<file path="src/rtl/phase1_pkg.sv">
// Shared state encoding and display constants for the Phase 1 sequencer.
package phase1_pkg;

    typedef enum logic [2:0] {
        S_IDLE,
        S_RUN,
        S_LOCKOUT,
        S_ADVANCE,
        S_DONE,
        S_OVER
    } state_e;

    localparam logic [31:0] SEG_LOCKOUT = 32'hEEEE_EEEE;
    localparam logic [31:0] SEG_DONE    = 32'h0000_600D;
    localparam logic [31:0] SEG_OVER    = 32'h0000_DEAD;
    localparam logic [7:0]  LED_LOCKOUT = 8'hFF;
    localparam logic [7:0]  LED_OFF     = 8'h00;

endpackage

</file>
<file path="src/rtl/phase1_lockout_timer.sv">
// Loadable down-counter; tc is high while enabled and the count has reached zero.
module phase1_lockout_timer #(
    parameter int WIDTH = 25
) (
    input  logic             clk,
    input  logic             rst,
    input  logic             load,
    input  logic             en,
    input  logic [WIDTH-1:0] load_val,
    output logic             tc
);

    logic [WIDTH-1:0] count_q;

    always_ff @(posedge clk) begin
        if (rst) begin
            count_q <= '0;
        end else if (load) begin
            count_q <= load_val;
        end else if (en && (count_q != '0)) begin
            count_q <= count_q - WIDTH'(1);
        end
    end

    assign tc = en && (count_q == '0);

endmodule

</file>
<file path="src/rtl/phase1_sequencer.sv">
// Phase 1 controller: enables puzzles in order, tracks strikes, applies lockout
// after each fail and reports phase completion or game over. All outputs registered.
module phase1_sequencer
    import phase1_pkg::*;
#(
    parameter int NUM_PUZZLES    = 3,
    parameter int MAX_STRIKES    = 3,
    parameter int LOCKOUT_CYCLES = 25_000_000
) (
    input  logic                      clk,
    input  logic                      rst,
    input  logic                      start,
    input  logic                      abort,
    input  logic                      timer_expired,
    input  logic [NUM_PUZZLES-1:0]    puz_clear,
    input  logic [NUM_PUZZLES-1:0]    puz_fail,
    input  logic [32*NUM_PUZZLES-1:0] puz_seg_data,
    input  logic [8*NUM_PUZZLES-1:0]  puz_led,
    output logic [NUM_PUZZLES-1:0]    puz_enable,
    output logic [1:0]                cur_puzzle,
    output logic [1:0]                strikes,
    output logic [31:0]               seg_data,
    output logic [7:0]                led_out,
    output logic                      busy,
    output logic                      phase_clear,
    output logic                      game_over
);

    localparam int              CNT_W     = (LOCKOUT_CYCLES > 1) ? $clog2(LOCKOUT_CYCLES) : 1;
    localparam logic [CNT_W-1:0] LOCK_LOAD = CNT_W'(LOCKOUT_CYCLES - 1);
    localparam logic [1:0]      LAST_IDX  = 2'(NUM_PUZZLES - 1);
    localparam logic [1:0]      MAX_STK   = 2'(MAX_STRIKES);

    function automatic logic [1:0] sat_inc(input logic [1:0] v);
        return (v >= MAX_STK) ? MAX_STK : v + 2'd1;
    endfunction

    state_e      state_q, state_d;
    logic [1:0]  idx_q, idx_d;
    logic [1:0]  stk_q, stk_d;
    logic        cur_clear, cur_fail;
    logic [31:0] sel_seg;
    logic [7:0]  sel_led;
    logic        lock_load, lock_en, lock_tc;

    assign lock_en = (state_q == S_LOCKOUT);

    phase1_lockout_timer #(.WIDTH(CNT_W)) u_lockout_timer (
        .clk      (clk),
        .rst      (rst),
        .load     (lock_load),
        .en       (lock_en),
        .load_val (LOCK_LOAD),
        .tc       (lock_tc)
    );

    // Only the active puzzle's pulses are visible to the FSM.
    always_comb begin
        cur_clear = 1'b0;
        cur_fail  = 1'b0;
        for (int i = 0; i < NUM_PUZZLES; i++) begin
            if (idx_q == 2'(i)) begin
                cur_clear = puz_clear[i];
                cur_fail  = puz_fail[i];
            end
        end
    end

    always_comb begin
        sel_seg = '0;
        sel_led = '0;
        for (int i = 0; i < NUM_PUZZLES; i++) begin
            if (idx_d == 2'(i)) begin
                sel_seg = puz_seg_data[32*i +: 32];
                sel_led = puz_led[8*i +: 8];
            end
        end
    end

    always_comb begin
        state_d   = state_q;
        idx_d     = idx_q;
        stk_d     = stk_q;
        lock_load = 1'b0;
        if (abort) begin
            state_d = S_IDLE;
            idx_d   = 2'd0;
            stk_d   = 2'd0;
        end else if (timer_expired && (state_q == S_RUN || state_q == S_LOCKOUT)) begin
            state_d = S_OVER;
        end else begin
            case (state_q)
                S_IDLE: begin
                    if (start) begin
                        state_d = S_RUN;
                        idx_d   = 2'd0;
                        stk_d   = 2'd0;
                    end
                end
                S_RUN: begin
                    if (cur_clear) begin
                        state_d = S_ADVANCE;
                    end else if (cur_fail) begin
                        stk_d = sat_inc(stk_q);
                        if (sat_inc(stk_q) == MAX_STK) begin
                            state_d = S_OVER;
                        end else begin
                            state_d   = S_LOCKOUT;
                            lock_load = 1'b1;
                        end
                    end
                end
                S_LOCKOUT: begin
                    if (lock_tc) state_d = S_RUN;
                end
                S_ADVANCE: begin
                    if (idx_q == LAST_IDX) begin
                        state_d = S_DONE;
                    end else begin
                        idx_d   = idx_q + 2'd1;
                        state_d = S_RUN;
                    end
                end
                default: ;
            endcase
        end
    end

    // Outputs are decoded from the next state so they line up with the state register.
    always_ff @(posedge clk) begin
        if (rst) begin
            state_q     <= S_IDLE;
            idx_q       <= 2'd0;
            stk_q       <= 2'd0;
            puz_enable  <= '0;
            seg_data    <= '0;
            led_out     <= '0;
            busy        <= 1'b0;
            phase_clear <= 1'b0;
            game_over   <= 1'b0;
        end else begin
            state_q     <= state_d;
            idx_q       <= idx_d;
            stk_q       <= stk_d;
            busy        <= (state_d == S_RUN) || (state_d == S_LOCKOUT) || (state_d == S_ADVANCE);
            phase_clear <= (state_d == S_DONE);
            game_over   <= (state_d == S_OVER);
            puz_enable  <= (state_d == S_RUN) ? (NUM_PUZZLES'(1) << idx_d) : '0;
            case (state_d)
                S_IDLE:    begin seg_data <= '0;          led_out <= LED_OFF;     end
                S_RUN:     begin seg_data <= sel_seg;     led_out <= sel_led;     end
                S_LOCKOUT: begin seg_data <= SEG_LOCKOUT; led_out <= LED_LOCKOUT; end
                S_DONE:    begin seg_data <= SEG_DONE;    led_out <= LED_OFF;     end
                S_OVER:    begin seg_data <= SEG_OVER;    led_out <= LED_OFF;     end
                default: ;
            endcase
        end
    end

    assign cur_puzzle = idx_q;
    assign strikes    = stk_q;

endmodule

</file>
<file path="config.mk">
export PLATFORM = sky130hd
export DESIGN_NAME = phase1_sequencer
export DESIGN_NICKNAME = d
export VERILOG_FILES = /design/src/rtl/phase1_pkg.sv /design/src/rtl/phase1_lockout_timer.sv /design/src/rtl/phase1_sequencer.sv
export SDC_FILE = /design/constraint.sdc
export NUM_CORES = 1
export LEC_CHECK = 0
export CORE_UTILIZATION = 40
export DETAILED_ROUTE_END_ITERATION = 7
export PLACE_DENSITY_LB_ADDON = 0.08
export SKIP_LAST_GASP = 1
export SYNTH_ARGS = -nofsm -noshare
export SYNTH_HDL_FRONTEND = slang
export SYNTH_SLANG_ARGS = --single-unit
</file>
<file path="constraint.sdc">
create_clock -name clk -period 4.7 [get_ports clk]
set_input_delay 1.41 -clock clk [delete_from_list [all_inputs] [get_ports clk]]
set_output_delay 1.41 -clock clk [all_outputs]
set_load 0.02 [all_outputs]
</file>
==> results of run 1 <==
## logic make-up (layout without fill, tap and decap cells)
kind of cell	Yosys count	after routing	share of synthesized area [%]
AO/OA/AOI/OAI	184	184	29.5
XOR/XNOR	22	22	4.33
adder cells (fa/ha/maj)	5	5	1.41
buffers and inverters	56	228	6.66
flip-flops	78	78	35.1
multiplexers	2	2	0.450
AND/OR/NAND/NOR	186	186	22.5
## synth_stat cells (all sizes together) (15+ instances only)
library cell / n
dfxtp: 78
nor2: 57
o21ai: 47
a21oi: 46
nand3: 41
buf: 25
a22oi: 22
and2: 22
a211oi: 19
a22o: 19
nand2: 19
clkbuf: 15
inv: 15
## through the flow
| step | worst slack, ns | hold slack [ns] | power (mW) |
|---|---|---|---|
| floorplan | 1.50 | 0.436 | 0.920 |
| global placement | 0.760 | 0.446 | 1.11 |
| detailed placement | 0.698 | 0.457 | 1.11 |
| CTS | 1.06 | 0.473 | 1.61 |
| global route | 0.898 | 0.493 | 1.67 |
| finish | 1.03 | 0.472 | 1.59 |
## routing by layer
layer / GRT usage, % / wire, um
met1: 27.0 / 5650
met2: 43.6 / 7150
met3: 7.20 / 908
met4: 9.39 / 272
met5: 0 / 0
## power breakdown
part / leakage (nW) / switching (mW) / total (mW) / internal [mW]
Combinational: 1.57 / 0.174 / 0.380 / 0.206
Clock: 0.0948 / 0.251 / 0.492 / 0.241
Sequential: 0.633 / 0.0268 / 0.720 / 0.693
Total: 2.30 / 0.452 / 1.59 / 1.14
## cell type report
| cell class | instances | area, um^2 | area share, % |
|---|---|---|---|
| multi-input combinational | 399 | 2600 | 40.0 |
| sequential | 78 | 1560 | 24.0 |
| clock inverter | 7 | 65.1 | 1.00 |
| inverter | 16 | 60.1 | 0.923 |
| clock buffer | 9 | 124 | 1.90 |
| tap | 140 | 175 | 2.69 |
| timing repair buffer | 196 | 1920 | 29.5 |
## path summary, 6_finish.rpt
path / start / to / slack [ns]
worst max-delay path: puz_fail[2] / seg_data[7] / 1.03
worst min-delay path: seg_data[24] / seg_data[24] / 0.47
worst max register to register: cur_puzzle[0] / seg_data[7] / 1.75
worst min register to register: seg_data[24] / seg_data[24] / 0.47
## cells in the final DEF, fill, tap and decap left out, types with 9 or more instances in the layout
cell and n:
a211oi_1 14, a21oi_1 46, a22o_1 19, a22oi_1 21, and2_1 17, buf_4 16, clkbuf_8 9, clkdlybuf4s50_1 179
dfxtp_1 78, inv_1 15, nand2_1 18, nand3_1 41, nor2_1 56, o21ai_0 27, o21ai_1 9, o21ai_2 11
xnor2_1 11, xor2_1 11
## worst max-delay path: cells and delay by family
family | cells | cell delay (ns)
AO/OA/AOI/OAI | 3 | 0.90
AND/OR/NAND/NOR | 4 | 0.88
buffers and inverters | 2 | 0.69
## state kept, by name, indices dropped and copies added (netlist names)
name and cells:
u_lockout_timer.count_q 25, seg_data 32, state_q 3, puz_enable 3, cur_puzzle 2, game_over 1, strikes 2, phase_clear 1
led_out 8, busy 1
==> key figures, run 1 <==
Setup path
  • Arr. time, crit path: 3.88 ns
  • Critical Path RT: 4.91 ns
  • Slowest-stage cell, CP: clkdlybuf4s50_1
  • Crit Path Category: in -> reg
  • Kind of start point of the critical path: primary input
  • Worst reg2reg path depth: 10
  • CP endpoint kind: flip-flop
  • CP peak stage delay: 0.53 ns
  • Max FO, Critical Path: 11
  • Crit path cell chain: clkdlybuf4s50_1 > nor2b_4 > or3_1 > o311a_1 > nor3_1 > buf_4 > a21o_1 > or2_0 > o221ai_1

Clocking
  • Cts bufs inserted: 9
  • TritonCTS clock tree: built
  • Post-CTS Hold Buffers: 0
  • H-tree depth: 3
  • Worst-Skew Late Latency: 0.35 ns
  • CTS sink cnt: 78
  • Postcts setup bufs: 0
  • Clk pin slew, worst setup/hold paths: 0.09 ns
  • Clock tree buffer depth: 2
  • CTS root buf: clkbuf_8
  • Post-CTS Resized: 0

Cells and area
  • Design Area, Final: 6510 um^2
  • Post-layout util: 60.0%
  • Layout Nets: 836
  • Final Non-Filler Cells: 845
  • Antenna Cells: 0
  • Share of layout cells above drive strength 1: 10.1%
  • Fill cells: 996
  • Area delta synth->final: 46.2%

Synth
  • Syn avg cell area: 8.35 um^2
  • Instance count of the mapped netlist: 533
  • Largest area contributor in the netlist: dfxtp_1
  • Syn nets: 669
  • Top cells by area, synth: dfxtp_1, a21oi_1, nor2_1
  • Warnings from Yosys: 0
  • Sequential area share after synthesis: 35.1%
  • #FFs+latches synth: 78
  • Proportion of synthesized flip-flops having asynchronous set or reset: 0%
  • Syn Std Cell Area: 4450 um^2
  • Synth unique cells: 69
  • EDFF count, synth: 0
  • Post-synth top area share: 35.1%
  • Top FF cell, synth: dfxtp_1

Timing
  • Minimum clock period: 3.67 ns
  • Final Hold Fails: 0
  • Max Clock Freq: 273 MHz
  • Final max-slew violation count: 0
  • Unrepaired setup endpoints after global routing: false
  • Total negative setup slack: 0 ns
  • Fin Clk Skew: 0.00998 ns
  • Max_slew headroom: 59.1%
  • Least-Margin Pin Slew: 0.612 ns
  • Finish-stage setup viols: 0
  • Final worst-path cycle share: 78.0%

Die
  • Core area: 10800 um^2
  • Die X: 107 um
  • I/O pin count: 181
  • Row count: 38
  • Chip Height: 107 um
  • Die area: 11600 um^2
  • Initial Utilization: 41.1%

Placement
  • RD Place Congestion: 0.829
  • DP Cell Count: 829
  • Hpwl dp: 10500 um
  • Port Buffer Count: 180
  • Placed Area: 6320 um^2

Global routing
  • Number of global-route vias before repair: 4561
  • Initial antenna violation count: 0
  • GRT overflow: 0
  • Pin count of the biggest net entering global routing: 32
  • First-pass GRT wire length: 22000 um
  • GRT Util Overall: 24.4%

Route
  • Vias per Instance: 5.51
  • Pre-antenna DRT Iters: 4
  • Average wire per standard cell: 16.5 um
  • Remaining DRCs: 0
  • Drt total wl: 14000 um
  • Drt first-iter violations: 220
  • Final antenna-violating net count: 0
  • Vias: 4659

Power
  • Leak Pwr: 2.30 nW
  • Power per Cell Area: 245 nW/um^2
  • Max rail drop VDD: 129 uV

Min path
  • Min-delay worst type: reg -> reg
  • Worst Hold Path Cells: 1

Run status
  • Status: complete, no violations

Run
  • Number of max-cap violations: 0
(Power assumes the default switching activity.)
==> inputs of run 2 (changes only) <==
clock period = 3.35 ns   (was 4.7 ns; I/O delays follow)
==> run 2 against run 1 <==
Global-route usage up 0.16 points. Clock skew is 0.0013 ns higher. Register-to-register slack worse by 1.1 ns. Non-clock buffer count up 13.
==> key figures, run 2 (synthesized netlist as in run 1, its figures left out) <==
Cells and area
  • Area of the multi-input gates: 2600 um^2 (unchanged)
  • Regs by FF count: seg_data: 32 flops, u_lockout_timer.count_q: 25 flops, led_out: 8 flops (unchanged)
  • Biggest register: seg_data (unchanged)
  • Fill cells: 961 (was 996)
  • Max reg flops: 32 (unchanged)
  • Layout Nets: 849 (was 836)
  • Design Area, Final: 6610 um^2 (was 6510 um^2)
  • Post-layout util: 60.9% (was 60.0%)
  • Antenna Cells: 0 (unchanged)
  • Sequential Area: 1560 um^2 (unchanged)
  • Share of layout cells above drive strength 1: 11.3% (was 10.1%)
  • Final Non-Filler Cells: 857 (was 845)
  • Most frequent cells in the layout: clkdlybuf4s50_1, dfxtp_1, nor2_1 (unchanged)
  • Area delta synth->final: 48.4% (was 46.2%)
  • Most common cell after layout, fill and taps aside: clkdlybuf4s50_1 (unchanged)

Clocking
  • TritonCTS clock tree: built (unchanged)
  • Postcts setup bufs: 0 (unchanged)
  • Post-CTS Resized: 0 (unchanged)
  • CTS root buf: clkbuf_8 (unchanged)
  • Worst-Skew Late Latency: 0.35 ns (about the same)
  • CTS sink cnt: 78 (unchanged)
  • Cts bufs inserted: 9 (unchanged)
  • Clock tree buffer depth: 2 (unchanged)
  • Clk pin slew, worst setup/hold paths: 0.07 ns (was 0.09 ns)
  • Post-CTS Hold Buffers: 0 (unchanged)
  • H-tree depth: 3 (unchanged)

Power
  • Int Power: 1.56 mW (was 1.14 mW)
  • Gate power share: 25.2% (was 23.9%)
  • Max rail drop VDD: 190 uV (was 129 uV)
  • Leak Pwr: 2.35 nW (was 2.30 nW)
  • Power per Cell Area: 329 nW/um^2 (was 245 nW/um^2)
  • Tot Pwr: 2.17 mW (was 1.59 mW)
  • Sw power: 0.615 mW (was 0.452 mW)
  • Clock power frac: 28.4% (was 30.9%)
  • Sequential Power Share: 46.5% (was 45.2%)
  • Switching Share: 28.3% (was 28.4%)

Global routing
  • Pin count of the biggest net entering global routing: 34 (was 32)
  • GRT Util Overall: 24.5% (was 24.4%)
  • Number of global-route vias before repair: 4605 (was 4561)
  • Initial antenna violation count: 0 (unchanged)
  • First-pass GRT wire length: 22200 um (was 22000 um)
  • GRT overflow: 0 (unchanged)

Run status
  • Status: complete, no violations (unchanged)

Setup path
  • Arr. time, crit path: 3.25 ns (was 3.88 ns)
  • Crit Path Category: in -> reg (unchanged)
  • Reg-to-reg startpoint: state_q[1] (was cur_puzzle[0])
  • Most frequent CP cell: buf_4
  • CP startpoint: puz_clear[0] (was puz_fail[2])
  • Crit path cell chain: clkdlybuf4s50_1 > nand3b_1 > a2bb2oi_1 > nor3_1 > a311oi_2 > buf_4 > and2_4 > buf_4 > o21ai_0 > a311oi_1 (was clkdlybuf4s50_1 > nor2b_4 > or3_1 > o311a_1 > nor3_1 > buf_4 > a21o_1 > or2_0 > o221ai_1)
  • Max FO, Critical Path: 11 (unchanged)
  • Critical Path RT: 3.61 ns (was 4.91 ns)
  • CP endpoint kind: flip-flop (unchanged)
  • CP peak stage delay: 0.46 ns (was 0.53 ns)
  • Slowest-stage cell, CP: clkdlybuf4s50_1 (unchanged)
  • Kind of start point of the critical path: primary input (unchanged)

Die
  • Die area: 11600 um^2 (unchanged)
  • Core area: 10800 um^2 (unchanged)
  • Chip Height: 107 um (unchanged)
  • Die X: 107 um (unchanged)
  • Row count: 38 (unchanged)
  • I/O pin count: 181 (unchanged)
  • Initial Utilization: 41.1% (unchanged)

Route
  • Vias per Instance: 5.41 (was 5.51)
  • Drt total wl: 14000 um (about the same)
  • Drt first-iter violations: 230 (was 220)
  • Vias: 4638 (was 4659)
  • Remaining DRCs: 0 (unchanged)
  • Final antenna-violating net count: 0 (unchanged)
  • Pre-antenna DRT Iters: 5 (was 4)
  • Average wire per standard cell: 16.3 um (was 16.5 um)

Timing
  • Total negative setup slack: 0 ns (unchanged)
  • Unrepaired setup endpoints after global routing: false (unchanged)
  • WHS: 0.474 ns (was 0.472 ns)
  • Max_slew headroom: 56.7% (was 59.1%)
  • Least-Margin Pin Slew: 0.648 ns (was 0.612 ns)
  • Minimum clock period: 3.00 ns
  • Max Clock Freq: 334 MHz
  • Fin Clk Skew: 0.0113 ns (was 0.00998 ns)
  • Final max-slew violation count: 0 (unchanged)
  • Final Hold Fails: 0 (unchanged)
  • Post-route setup slack: 0.354 ns (was 1.03 ns)
  • Finish-stage setup viols: 0 (unchanged)
  • Final worst-path cycle share: 89.4%

Placement
  • DP Cell Count: 842 (was 829)
  • Post-place setup slack: 0.0234 ns (was 0.698 ns)
  • Port Buffer Count: 180 (unchanged)
  • Hpwl dp: 10800 um (was 10500 um)
  • Placed Area: 6440 um^2 (was 6320 um^2)
  • RD Place Congestion: 0.919 (was 0.829)

Min path
  • Min-delay worst type: reg -> reg (unchanged)
  • Min-delay src: u_lockout_timer.count_q[15] (was seg_data[24])

Run
  • Number of max-cap violations: 0 (unchanged)
## run 2: cell count changes in the layout (fill, tap and decap cells not counted), moves of 2 or more
cell / previous run / this run
clkinv_2: 4 / 1
clkbuf_1: 0 / 2
buf_12: 0 / 2
buf_4: 16 / 27
## run 2: final cells by class
cell class,instances,share of cell area (%)
multi-input cells,399,39.4
repair buffers,209,30.9
flip-flops and latches,78,23.6
well taps,140,2.65
clock buffers,12,2.20
inverters,16,0.909
clock inverters,3,0.322
## run 2: power by group through the flow
| stage | registers [mW] | clock network (mW) | logic [mW] |
|---|---|---|---|
| 6_report | 1.01 | 0.617 | 0.547 |
| 5_1_grt | 1.02 | 0.684 | 0.589 |
| 4_1_cts | 1.01 | 0.637 | 0.548 |
| 3_5_place_dp | 1.03 | 0 | 0.545 |
| 3_3_place_gp | 1.03 | 0 | 0.541 |
| 2_1_floorplan | 1.06 | 0 | 0.231 |
## run 2: path summary, 6_finish.rpt
kind         slack [ns]  depth (start not counted)                     endpoint
max                0.35                         10                 seg_data[13]
min                0.47                          2  u_lockout_timer.count_q[15]
max reg2reg        0.62                          9                 seg_data[11]
min reg2reg        0.47                          2  u_lockout_timer.count_q[15]
## run 2: critical path, delay by kind of cell
| family | cells | cell delay, ns |
|---|---|---|
| buffers and inverters | 3 | 0.86 |
| AO/OA/AOI/OAI | 4 | 1.00 |
| AND/OR/NAND/NOR | 3 | 0.38 |
## run 2: metal layers
layer	vias up	share of wire (%)	track usage, %
met3	4	5.7	6.11
met2	119	52	44.7
met4	0	0.53	6.07
met1	2212	42	28.5
met5	-	0	0
li1	2303	-	-
